==> src/rtl/acc_slv_adapter_pkg.sv <==
// Default request/response types for the accelerator slave adapter, plus the
// index-width helper used to size counters and pointers.
package acc_slv_adapter_pkg;

    localparam int unsigned AccDataWidth  = 32;
    localparam int unsigned AccExtIdWidth = 2;

    function automatic int unsigned idx_width(input int unsigned num_idx);
        return (num_idx > 1) ? $clog2(num_idx) : 1;
    endfunction

    typedef struct packed {
        logic [AccDataWidth-1:0]  data;
        logic [AccExtIdWidth-1:0] id;
    } acc_ext_q_t;

    typedef struct packed {
        logic [AccDataWidth-1:0]  data;
        logic                     error;
        logic [AccExtIdWidth-1:0] id;
    } acc_ext_p_t;

    typedef struct packed {
        acc_ext_q_t q;
        logic       q_valid;
        logic       p_ready;
    } acc_ext_req_t;

    typedef struct packed {
        logic       q_ready;
        acc_ext_p_t p;
        logic       p_valid;
    } acc_ext_rsp_t;

    typedef struct packed {
        logic [AccDataWidth-1:0] data;
        logic                    id;
    } acc_q_t;

    typedef struct packed {
        logic [AccDataWidth-1:0] data;
        logic                    error;
        logic                    id;
    } acc_p_t;

    typedef struct packed {
        acc_q_t q;
        logic   q_valid;
        logic   p_ready;
    } acc_req_t;

    typedef struct packed {
        logic   q_ready;
        acc_p_t p;
        logic   p_valid;
    } acc_rsp_t;

endpackage

==> src/rtl/acc_id_fifo.sv <==
// In-order store of extended request IDs; pointers wrap modulo Depth so any
// Depth >= 1 works. No bypass: an entry is readable the cycle after its push.
module acc_id_fifo
    import acc_slv_adapter_pkg::*;
#(
    parameter int unsigned Depth = 4,
    parameter int unsigned Width = 2,
    localparam int unsigned PtrW = idx_width(Depth),
    localparam int unsigned CntW = idx_width(Depth + 1)
) (
    input  logic            clk_i,
    input  logic            rst_ni,
    input  logic            i_push,
    input  logic [Width-1:0] i_data,
    input  logic            i_pop,
    output logic [Width-1:0] o_data,
    output logic [CntW-1:0] o_count
);

    logic [Width-1:0] r_mem [Depth];
    logic [PtrW-1:0]  r_wptr;
    logic [PtrW-1:0]  r_rptr;
    logic [CntW-1:0]  r_count;
    logic             w_push;
    logic             w_pop;

    function automatic logic [PtrW-1:0] next_ptr(input logic [PtrW-1:0] ptr);
        return (ptr == PtrW'(Depth - 1)) ? '0 : ptr + PtrW'(1);
    endfunction

    // A pop in the same cycle never frees room for a push into a full store.
    assign w_push  = i_push && (r_count != CntW'(Depth));
    assign w_pop   = i_pop && (r_count != '0);
    assign o_data  = r_mem[r_rptr];
    assign o_count = r_count;

    always_ff @(posedge clk_i) begin
        if (!rst_ni) begin
            r_wptr  <= '0;
            r_rptr  <= '0;
            r_count <= '0;
        end else begin
            if (w_push) r_wptr <= next_ptr(r_wptr);
            if (w_pop)  r_rptr <= next_ptr(r_rptr);
            if (w_push && !w_pop)      r_count <= r_count + CntW'(1);
            else if (!w_push && w_pop) r_count <= r_count - CntW'(1);
        end
    end

    always_ff @(posedge clk_i) begin
        if (w_push) r_mem[r_wptr] <= i_data;
    end

endmodule

==> src/rtl/acc_slv_adapter.sv <==
// Adapts an extended-ID interconnect port to a 1-bit-ID accelerator: request
// IDs are parked in an in-order FIFO and restored onto the matching responses.
module acc_slv_adapter
    import acc_slv_adapter_pkg::*;
#(
    parameter int unsigned DataWidth  = 32,
    parameter int unsigned ExtIdWidth = 2,
    parameter int unsigned Depth      = 4,
    parameter type acc_c_ext_req_t = acc_ext_req_t,
    parameter type acc_c_ext_rsp_t = acc_ext_rsp_t,
    parameter type acc_c_req_t     = acc_req_t,
    parameter type acc_c_rsp_t     = acc_rsp_t,
    localparam int unsigned CntW   = idx_width(Depth + 1)
) (
    input  logic           clk_i,
    input  logic           rst_ni,
    input  acc_c_ext_req_t acc_c_slv_req_i,
    output acc_c_ext_rsp_t acc_c_slv_rsp_o,
    output acc_c_req_t     acc_c_mst_req_o,
    input  acc_c_rsp_t     acc_c_mst_rsp_i,
    output logic [CntW-1:0] outstanding_o,
    output logic           idle_o,
    output logic           err_o
);

    logic [CntW-1:0]       w_count;
    logic [ExtIdWidth-1:0] w_head_id;
    logic                  w_full;
    logic                  w_empty;
    logic                  w_push;
    logic                  w_pop;
    logic                  w_spurious;
    logic                  r_err;

    // Full/empty come only from the registered count, keeping q_ready free of
    // any combinational path from the response channel.
    assign w_full     = (w_count == CntW'(Depth));
    assign w_empty    = (w_count == '0);
    assign w_push     = acc_c_slv_req_i.q_valid && acc_c_mst_rsp_i.q_ready && !w_full;
    assign w_pop      = acc_c_mst_rsp_i.p_valid && acc_c_slv_req_i.p_ready && !w_empty;
    assign w_spurious = acc_c_mst_rsp_i.p_valid && w_empty;

    acc_id_fifo #(
        .Depth (Depth),
        .Width (ExtIdWidth)
    ) i_id_fifo (
        .clk_i   (clk_i),
        .rst_ni  (rst_ni),
        .i_push  (w_push),
        .i_data  (acc_c_slv_req_i.q.id),
        .i_pop   (w_pop),
        .o_data  (w_head_id),
        .o_count (w_count)
    );

    always_comb begin
        acc_c_mst_req_o         = '0;
        acc_c_mst_req_o.q.data  = acc_c_slv_req_i.q.data[DataWidth-1:0];
        acc_c_mst_req_o.q.id    = '0;
        acc_c_mst_req_o.q_valid = acc_c_slv_req_i.q_valid && !w_full;
        // With nothing outstanding a response has no owner: accept and drop it.
        acc_c_mst_req_o.p_ready = w_empty ? acc_c_mst_rsp_i.p_valid : acc_c_slv_req_i.p_ready;

        acc_c_slv_rsp_o         = '0;
        acc_c_slv_rsp_o.q_ready = acc_c_mst_rsp_i.q_ready && !w_full;
        acc_c_slv_rsp_o.p.data  = acc_c_mst_rsp_i.p.data[DataWidth-1:0];
        acc_c_slv_rsp_o.p.error = acc_c_mst_rsp_i.p.error;
        acc_c_slv_rsp_o.p.id    = w_head_id;
        acc_c_slv_rsp_o.p_valid = acc_c_mst_rsp_i.p_valid && !w_empty;
    end

    always_ff @(posedge clk_i) begin
        if (!rst_ni)         r_err <= 1'b0;
        else if (w_spurious) r_err <= 1'b1;
    end

    assign outstanding_o = w_count;
    assign idle_o        = w_empty;
    assign err_o         = r_err;

endmodule

==> config.mk <==
export PLATFORM = sky130hd
export DESIGN_NAME = acc_slv_adapter
export DESIGN_NICKNAME = d
export VERILOG_FILES = /design/src/rtl/acc_slv_adapter_pkg.sv /design/src/rtl/acc_id_fifo.sv /design/src/rtl/acc_slv_adapter.sv
export SDC_FILE = /design/constraint.sdc
export NUM_CORES = 1
export LEC_CHECK = 0
export CORE_MARGIN = 4
export CORE_UTILIZATION = 28
export DETAILED_ROUTE_END_ITERATION = 12
export GPL_TIMING_DRIVEN = 0
export PLACE_DENSITY = 0.93
export SYNTH_ARGS = -nofsm -noshare
export SYNTH_HDL_FRONTEND = slang
export SYNTH_SLANG_ARGS = --single-unit
==> constraint.sdc <==
create_clock -name clk_i -period 2.8 [get_ports clk_i]
set_input_delay 0.56 -clock clk_i [delete_from_list [all_inputs] [get_ports clk_i]]
set_output_delay 0.56 -clock clk_i [all_outputs]
set_load 0.02 [all_outputs]
After elaboration in Yosys (flattened, before gate mapping)

Memory sizes are Yosys's and may differ from the RTL's. A register that Yosys moved wholly into a read port is not among the register bits.
Index checks and enable logic that the tools add are counted.

Register bits: 8
Bits in latches: 0
Bits in writable memories: 8
Bits in read-only memories: 0
Input port bits: 74
Output and inout port bits: 77
Logic and storage cells: 41
Memories kept: 1

Add/sub/neg operators: 4
Multiply operators: 0
Div/mod/pow operators: 0
Order comparisons: 0
Eq/ne operators: 4
Shift operators: 0
Muxes and demuxes: 9
Bitwise gates (word level): 0
Reduce and logical (&&, ||, !) cells: 19

Memory list:

| memory          | words | bits a word | read ports | clocked after memory_dff | write ports | line              | text |
|---|---|---|---|---|---|---|---|
| i_id_fifo.r_mem | 4     | 2           | 1          | 1                        | 1           | acc_id_fifo.sv:20 | `logic [Width-1:0] r_mem [Depth];` |

Operators with widths:

| cell                                              | count |
|---|---|
| logical AND 1 bit                                 | 12 |
| two-way mux 2 bit                                 | 4 |
| two-way mux 3 bit                                 | 2 |
| adder 2 x 1 -> 2 bit (second input constant)      | 2 |
| equality test 2 bit (second input constant)       | 2 |
| logical NOT 1 bit                                 | 4 |
| adder 3 x 1 -> 3 bit (second input constant)      | 1 |
| equality test 3 bit (second input constant)       | 1 |
| logical NOT 3 bit                                 | 1 |
| two-way mux 1 bit                                 | 3 |
| inequality test 3 bit (second input constant)     | 1 |
| nonzero test 3 bit                                | 1 |
| subtractor 3 x 1 -> 3 bit (second input constant) | 1 |
| nonzero test 2 bit                                | 1 |

Depth between registers and ports, before layout

Gate-level depths: netlist of the first run.

Word-level depth: 8
Gate-level depth with buffers: 9
Mapped depth without buffers: 8

Hierarchy

Synthesis of the first run repeated with hierarchy kept, for this count alone.

Cells, all modules: 138
Area total of the unflattened synthesis: 1395.1 um^2

By module, submodules not included:

| module          | times used | cells each | area each (um^2) | seq. area each (um^2) |
|---|---|---|---|---|
| acc_id_fifo     | 1          | 59         | 775.7            | 420.4 |
| acc_slv_adapter | 1          | 79         | 619.3            | 20.0 |

Worst setup path before layout of the first run

No wires, ideal clock.

Kind: flip-flop to flip-flop
Start point: register i_id_fifo.r_count[0] (netlist: i_id_fifo.o_count[0])
End point: register i_id_fifo.r_count[2] (netlist: i_id_fifo.o_count[2])
Setup time: 0.076 ns
Data arrival time: 2.149 ns
Data required time: 2.724 ns
Setup slack: 0.575 ns
Stages on the path, launching flop included: 8
Path buffers: 0
Period minus slack after synthesis: 2.225 ns
Cells stage by stage: dfxtp_1 -> o311ai_1 -> ha_1 -> inv_1 -> fa_1 -> xor2_1 -> or3_1 -> a21boi_0

Cells in the longest elaborated chain, start to end: 7
Elaborated cells on any way between the ends: 19
Those cells by class: 2 x add/sub; 2 x eq/ne; 2 x mux; 13 x reduce/logical

Ends and longest elaborated chain:

| item                                                                              | line              | text |
|---|---|---|
| start, declared                                                                   | acc_id_fifo.sv:23 | `logic [CntW-1:0] r_count;` |
| start signal, assigned                                                            | acc_id_fifo.sv:45 | `if (w_push && !w_pop) r_count <= r_count + CntW'(1);` |
| start signal, assigned                                                            | acc_id_fifo.sv:46 | `else if (!w_push && w_pop) r_count <= r_count - CntW'(1);` |
| parallel branches: the longest is 7 deep, another holds subtractor 3 x 1 -> 3 bit | n/a               |  |

Several ways; the timed one is not identified. The select of a mux whose other input is x is not followed.
A chain may end at the register's enable or synchronous reset.

==> results of run 1 <==
logic make-up (layout without fill, tap and decap cells):
logic type               after synthesis  count (layout)
other                                  1               1
flip-flops                            18              18
multiplexers                           6               6
buffers and inverters                 71             158
AO/OA/AOI/OAI                          6               6
adder cells (fa/ha/maj)                7               7
AND/OR/NAND/NOR                       24              24
XOR/XNOR                               2               2
cell usage after synthesis:
library cell	n	area share [%]
buf_4	66	37
dfxtp_1	10	15
edfxtp_1	8	18
and2_1	7	3.3
ha_1	6	5.6
nand2_1	6	1.7
inv_1	3	0.85
mux2i_1	3	2.3
nor2b_1	3	1.4
o21ai_0	3	1.1
mux4_2	2	3.4
nand3_1	2	0.75
nor2_1	2	0.56
a21boi_0	1	0.56
a21oi_1	1	0.38
and3_1	1	0.47
buf_6	1	0.85
clkbuf_1	1	0.28
conb_1	1	0.28
fa_1	1	1.5
mux2_2	1	0.85
nor3_1	1	0.38
o311ai_1	1	0.66
or3_1	1	0.47
or3b_1	1	0.66
xnor2_1	1	0.66
xor2_1	1	0.66
power breakdown:
part           switching, mW  leakage [nW]  total (mW)  internal [mW]
Sequential            0.0419         0.154       0.354          0.312
Combinational          0.273         0.808       0.599          0.326
Clock                 0.0797        0.0288       0.204          0.125
cells in the final DEF, fill, tap and decap left out:
cell type         n
mux4_2            2
o311ai_1          1
xor2_1            1
a21oi_1           1
ha_1              6
nand3_1           2
nor3_1            1
o21ai_0           3
and3_1            1
inv_1             3
mux2i_1           3
conb_1            1
nor2_1            2
buf_6             1
xnor2_1           1
mux2_2            1
clkdlybuf4s50_1  83
a21boi_0          1
clkbuf_1          1
edfxtp_1          8
nor2b_1           3
and2_1            7
or3_1             1
clkbuf_8          4
or3b_1            1
dfxtp_1          10
nand2_1           6
fa_1              1
buf_4            66
stage by stage:
| step | cells | power (mW) | hold slack [ps] | util, % | area (µm²) |
|---|---|---|---|---|---|
| detailed placement | 270 | 0.966 | 486 | 49.7 | 2230 |
| global placement | 270 | 0.953 | 476 | 49.7 | 2230 |
| floorplan | 135 | 0.710 | 468 | - | 1330 |
| global route | 274 | 1.23 | 541 | 51.0 | 2280 |
| CTS | 274 | 1.17 | 503 | 51.0 | 2280 |
| finish | 274 | 1.16 | 502 | 51.0 | 2280 |
worst reg2reg max path: stages (launching register included):
cell	delay, ps
dfxtp_1	380
o311ai_1	560
ha_1	300
inv_1	70
fa_1	370
xor2_1	160
or3_1	300
a21boi_0	150
layer usage:
layer,wire (µm),GRT usage (%),up-vias
met1,920,8.29,485
met4,25,2.17,0
met2,1940,22.0,66
met3,347,3.75,3
li1,-,-,542
met5,0,0,-
worst max path at each step:
stage	depth (start not counted)	startpoint	to	slack, ps
after floorplan	7	i_id_fifo.o_count[0]$_SDFFE_PN0P_	i_id_fifo.o_count[2]$_SDFFE_PN0P_	580
after global placement	9	acc_c_mst_rsp_i[35]	i_id_fifo.o_count[2]$_SDFFE_PN0P_	210
after detailed placement	9	acc_c_mst_rsp_i[35]	i_id_fifo.o_count[2]$_SDFFE_PN0P_	160
after CTS	3	i_id_fifo.o_count[0]$_SDFFE_PN0P_	acc_c_mst_req_o[0]	270
after global routing	7	i_id_fifo.o_count[0]$_SDFFE_PN0P_	i_id_fifo.o_count[2]$_SDFFE_PN0P_	130
final	3	i_id_fifo.o_count[0]$_SDFFE_PN0P_	acc_c_mst_req_o[0]	280
layout make-up:
type                    count  area (µm²)  share of cell area, %
repair buffers             83         831                   36.4
flip-flops and latches     18         440                   19.3
plain buffers              68         510                   22.4
well taps                  52        65.1                   2.85
multi-input cells          46         368                   16.1
clock buffers               4        55.1                   2.41
inverters                   3        11.3                  0.494
==> metrics.yaml, run 1 <==
path_class: "flip-flop to output port"
cts_buffers: 3
tightest_slew_ps: 574
clockRootBuffer: "clkbuf_8"
dp_slack_ps: 163
cp_slowest_cell: "clkdlybuf4s50_1"
clock_sinks: 18
synth_fa_ha_area_share_pct: 7.15
clock_skew_ps: 1.76
finalCriticalPeriod_ps: 2520
syn_area_mm2: 0.00133
syn_nets: 216
cp_data_required_time_ps: 2240
vias: 1096
track_usage_pct: 10.2
outcome: "complete, no violations"
routed_wl_um: 3240
cts_tree: "yes"
syn_inst: 135
r2r-start: "i_id_fifo.o_count[0]$_SDFFE_PN0P_"
maxSlewViolCount: 0
synthXorXnorAreaFrac_pct: 1.32
muxShareOfSynthArea_pct: 6.49
grt_setup_unrepaired: "false"
reg2regPathDepth: 7
timing.setup.tns_ps: 0
vias_per_cell: 4.00
num_io_pins: 151
cts-htree-levels: 1
rows: 24
yosysWarnings: 0
yosysUniqueCellTypes: 27
synth_top_family_by_area: "buffers and inverters"
antenna_cells: 0
crit_buf_inv: 1
cts_setup_buffers: 0
n_fill_cell: 415
path_cells: "nor3_1, mux2_2, clkdlybuf4s50_1"
setup_ws_ps: 282
p_leak_nw: 0.992
drive_above_1_share_pct: 33.3
finalHoldViolCount: 0
cts_resized: 0
hold_path_depth: 2
end_kind: "output port"
synthSimpleGateAreaFrac_pct: 9.69
first_pass_iters: 4
routedWlPerCell_um: 11.8
irDropWorstVdd_v: 0.000293
die_w_um: 76.9
max_freq_mhz: 397
gp_congestion: 0.678
antenna_found_initial: 0
area_growth_pct: 71.5
grt_pass1_vias: 1125
powerDensity_mw_per_mm2: 507
maxCapViolCount: 0
min_from: "i_id_fifo.r_wptr[1]$_SDFFE_PN0P_"
grt_max_degree: 11
syn_area_per_cell_um2: 9.85
drtAntennaViolNets: 0
clk_pin_slew_ps: 60
max_slew_margin_pct: 61.1
cts-hold-fix-buffers: 0
startpoint_type: "flip-flop"
setup_violations: 0
dr.first_iter.drc_count: 16
cpPeakStageDelay_ps: 540
insertion_delay_ps: 250
r2r_slack_ps: 440
drc: 0
r2r-end: "i_id_fifo.o_count[2]$_SDFFE_PN0P_"
path_delay_family: "buffers and inverters"
synth_compound_area_share_pct: 2.73
synth_seq_cells: 18
yosysSeqAreaShare_pct: 33.1
grt_pass1_wl_um: 5000
ctsLongestPathBuffers: 2
cp.arrival_ps: 1960
detailed_place_hpwl_um: 2960
critPathMaxFanout: 6
hp-class: "flip-flop to flip-flop"
start_util_pct: 29.7
chipHeight_um: 76.9
nets: 304
whs_endpoint: "i_id_fifo.r_wptr[1]$_SDFFE_PN0P_"
die_area_mm2: 0.00592
min_period_over_period_pct: 89.9
core_area_mm2: 0.00447
port_buffers: 83
grt_overflow_total: 0
(Power assumes the default switching activity.)
==> run 2, diff against run 1 <==
- CORE_MARGIN: 4 -> 2
- clock period: 2.8 -> 2.4 ns (I/O delays scaled with it)
==> run 2 against run 1 <==
Net effect: register-to-register slack worse by 210 ps; routed wire length down 8.4%; combinational power up 21%; non-clock buffer count unchanged; largest cell class unchanged; global-route usage down 0.65 points; largest power group unchanged; flip-flop and latch count unchanged; die area down 10%; core utilization down 1.5 points; clock skew about the same.
==> metrics.yaml, run 2 (synthesis results as in run 1) <==
outcome: "complete, no violations"
path_cells: "nor3_2, mux2_2, clkdlybuf4s50_1"
dr.first_iter.drc_count: 29
startpoint_type: "flip-flop"
routedWlPerCell_um: 10.7
hold_path_depth: 2
cts_tree: "yes"
num_io_pins: 151
area_growth_pct: 73.4
core_area_mm2: 0.00466
setup_ws_ps: 34.2
cts_setup_buffers: 0
die_area_mm2: 0.00532
vias: 1088
routed_wl_um: 2960
maxCapViolCount: 0
die_w_um: 72.9
p_leak_nw: 0.988
setup_violations: 0
cp_data_required_time_ps: 1920
powerDensity_mw_per_mm2: 591
end_kind: "output port"
start_util_pct: 28.5
max_freq_mhz: 423
drc: 0
vias_per_cell: 3.94
final_common_cell: "clkdlybuf4s50_1"
clock_sinks: 18
cts_buffers: 3
multiInputGateArea_um2: 398
rows: 25
drive_above_1_share_pct: 35.6
grt_overflow_total: 0
dp_slack_ps: -168
detailed_place_hpwl_um: 2540
max_slew_margin_pct: 66.1
track_usage_pct: 9.52
hp-class: "flip-flop to flip-flop"
clk_pin_slew_ps: 60
cts-htree-levels: 1
port_buffers: 83
cpPeakStageDelay_ps: 540
chipHeight_um: 72.9
maxSlewViolCount: 0
n_fill_cell: 425
regArea_um2: 443
tightest_slew_ps: 508
ctsLongestPathBuffers: 2
antenna_cells: 0
nets: 304
cts-hold-fix-buffers: 0
grt_max_degree: 11
grt_pass1_vias: 959
cp.arrival_ps: 1890
gp_congestion: 0.683
clock_skew_ps: 2.14
finalHoldViolCount: 0
path_class: "flip-flop to output port"
clockRootBuffer: "clkbuf_8"
first_pass_iters: 4
critPathMaxFanout: 6
finalCriticalPeriod_ps: 2370
reg2regPathDepth: 7
antenna_found_initial: 0
min_period_over_period_pct: 98.6
postLayoutCoreUtil_pct: 49.5
cp_slowest_cell: "clkdlybuf4s50_1"
grt_pass1_wl_um: 4010
insertion_delay_ps: 250
irDropWorstVdd_v: 0.000262
final_cell_mix: "clkdlybuf4s50_1, buf_4, dfxtp_1, edfxtp_1, and2_1"
drtAntennaViolNets: 0
## run 2: through the flow
step	hold slack (ps)	instance area, µm²	instances	total power [mW]	setup TNS [ps]
after detailed placement	480	2230	272	1.13	-168
after floorplan	468	1330	135	0.828	0
after CTS	496	2290	276	1.35	0
final	497	2310	276	1.36	0
after global placement	476	2230	272	1.11	-124
after global routing	534	2310	276	1.44	-24.2
## run 2: report_power, final
| group | switching (mW) | internal (mW) |
|---|---|---|
| clock | 0.0908 | 0.118 |
| sequential | 0.0601 | 0.367 |
| combinational | 0.329 | 0.398 |
## run 2: timing repair
action                     in CTS  in global routing
pin swaps                       0                  1
cloned                          0                  0
setup endpoints to repair       1                  2
gates resized for setup         2                  6
## run 2: layout make-up
class | instances | share of cell area [%]
Buffer | 68 | 22.1
Clock buffer | 4 | 1.95
Inverter | 3 | 0.488
Multi-Input combinational cell | 46 | 17.3
Sequential cell | 18 | 19.2
Tap cell | 54 | 2.93
Timing Repair Buffer | 83 | 36.0
## run 2: routing by layer
layer | global-route usage [%] | vias to the layer above | part of all wire [%]
li1 | - | 542 | -
met1 | 9.34 | 482 | 30
met2 | 19.5 | 60 | 61
met3 | 1.38 | 4 | 8.2
met4 | 3.70 | 0 | 1.5
met5 | 0 | - | 0
## run 2: critical path: cells and delay by family (launching register included)
kind / cells / cell delay [ps]
buffers and inverters: 1 / 540
multiplexers: 1 / 380
AND/OR/NAND/NOR: 1 / 350
flip-flops: 1 / 360
## run 2: path summary, 6_finish.rpt
| path | startpoint | to | slack, ps |
|---|---|---|---|
| setup / recovery | i_id_fifo.o_count[2]$_SDFFE_PN0P_ | acc_c_mst_req_o[0] | 30 |
| hold reg to reg | i_id_fifo.r_wptr[1]$_SDFFE_PN0P_ | i_id_fifo.r_wptr[1]$_SDFFE_PN0P_ | 500 |
| setup reg to reg | i_id_fifo.o_count[2]$_SDFFE_PN0P_ | i_id_fifo.o_count[2]$_SDFFE_PN0P_ | 230 |
| hold / removal | i_id_fifo.r_wptr[1]$_SDFFE_PN0P_ | i_id_fifo.r_wptr[1]$_SDFFE_PN0P_ | 500 |
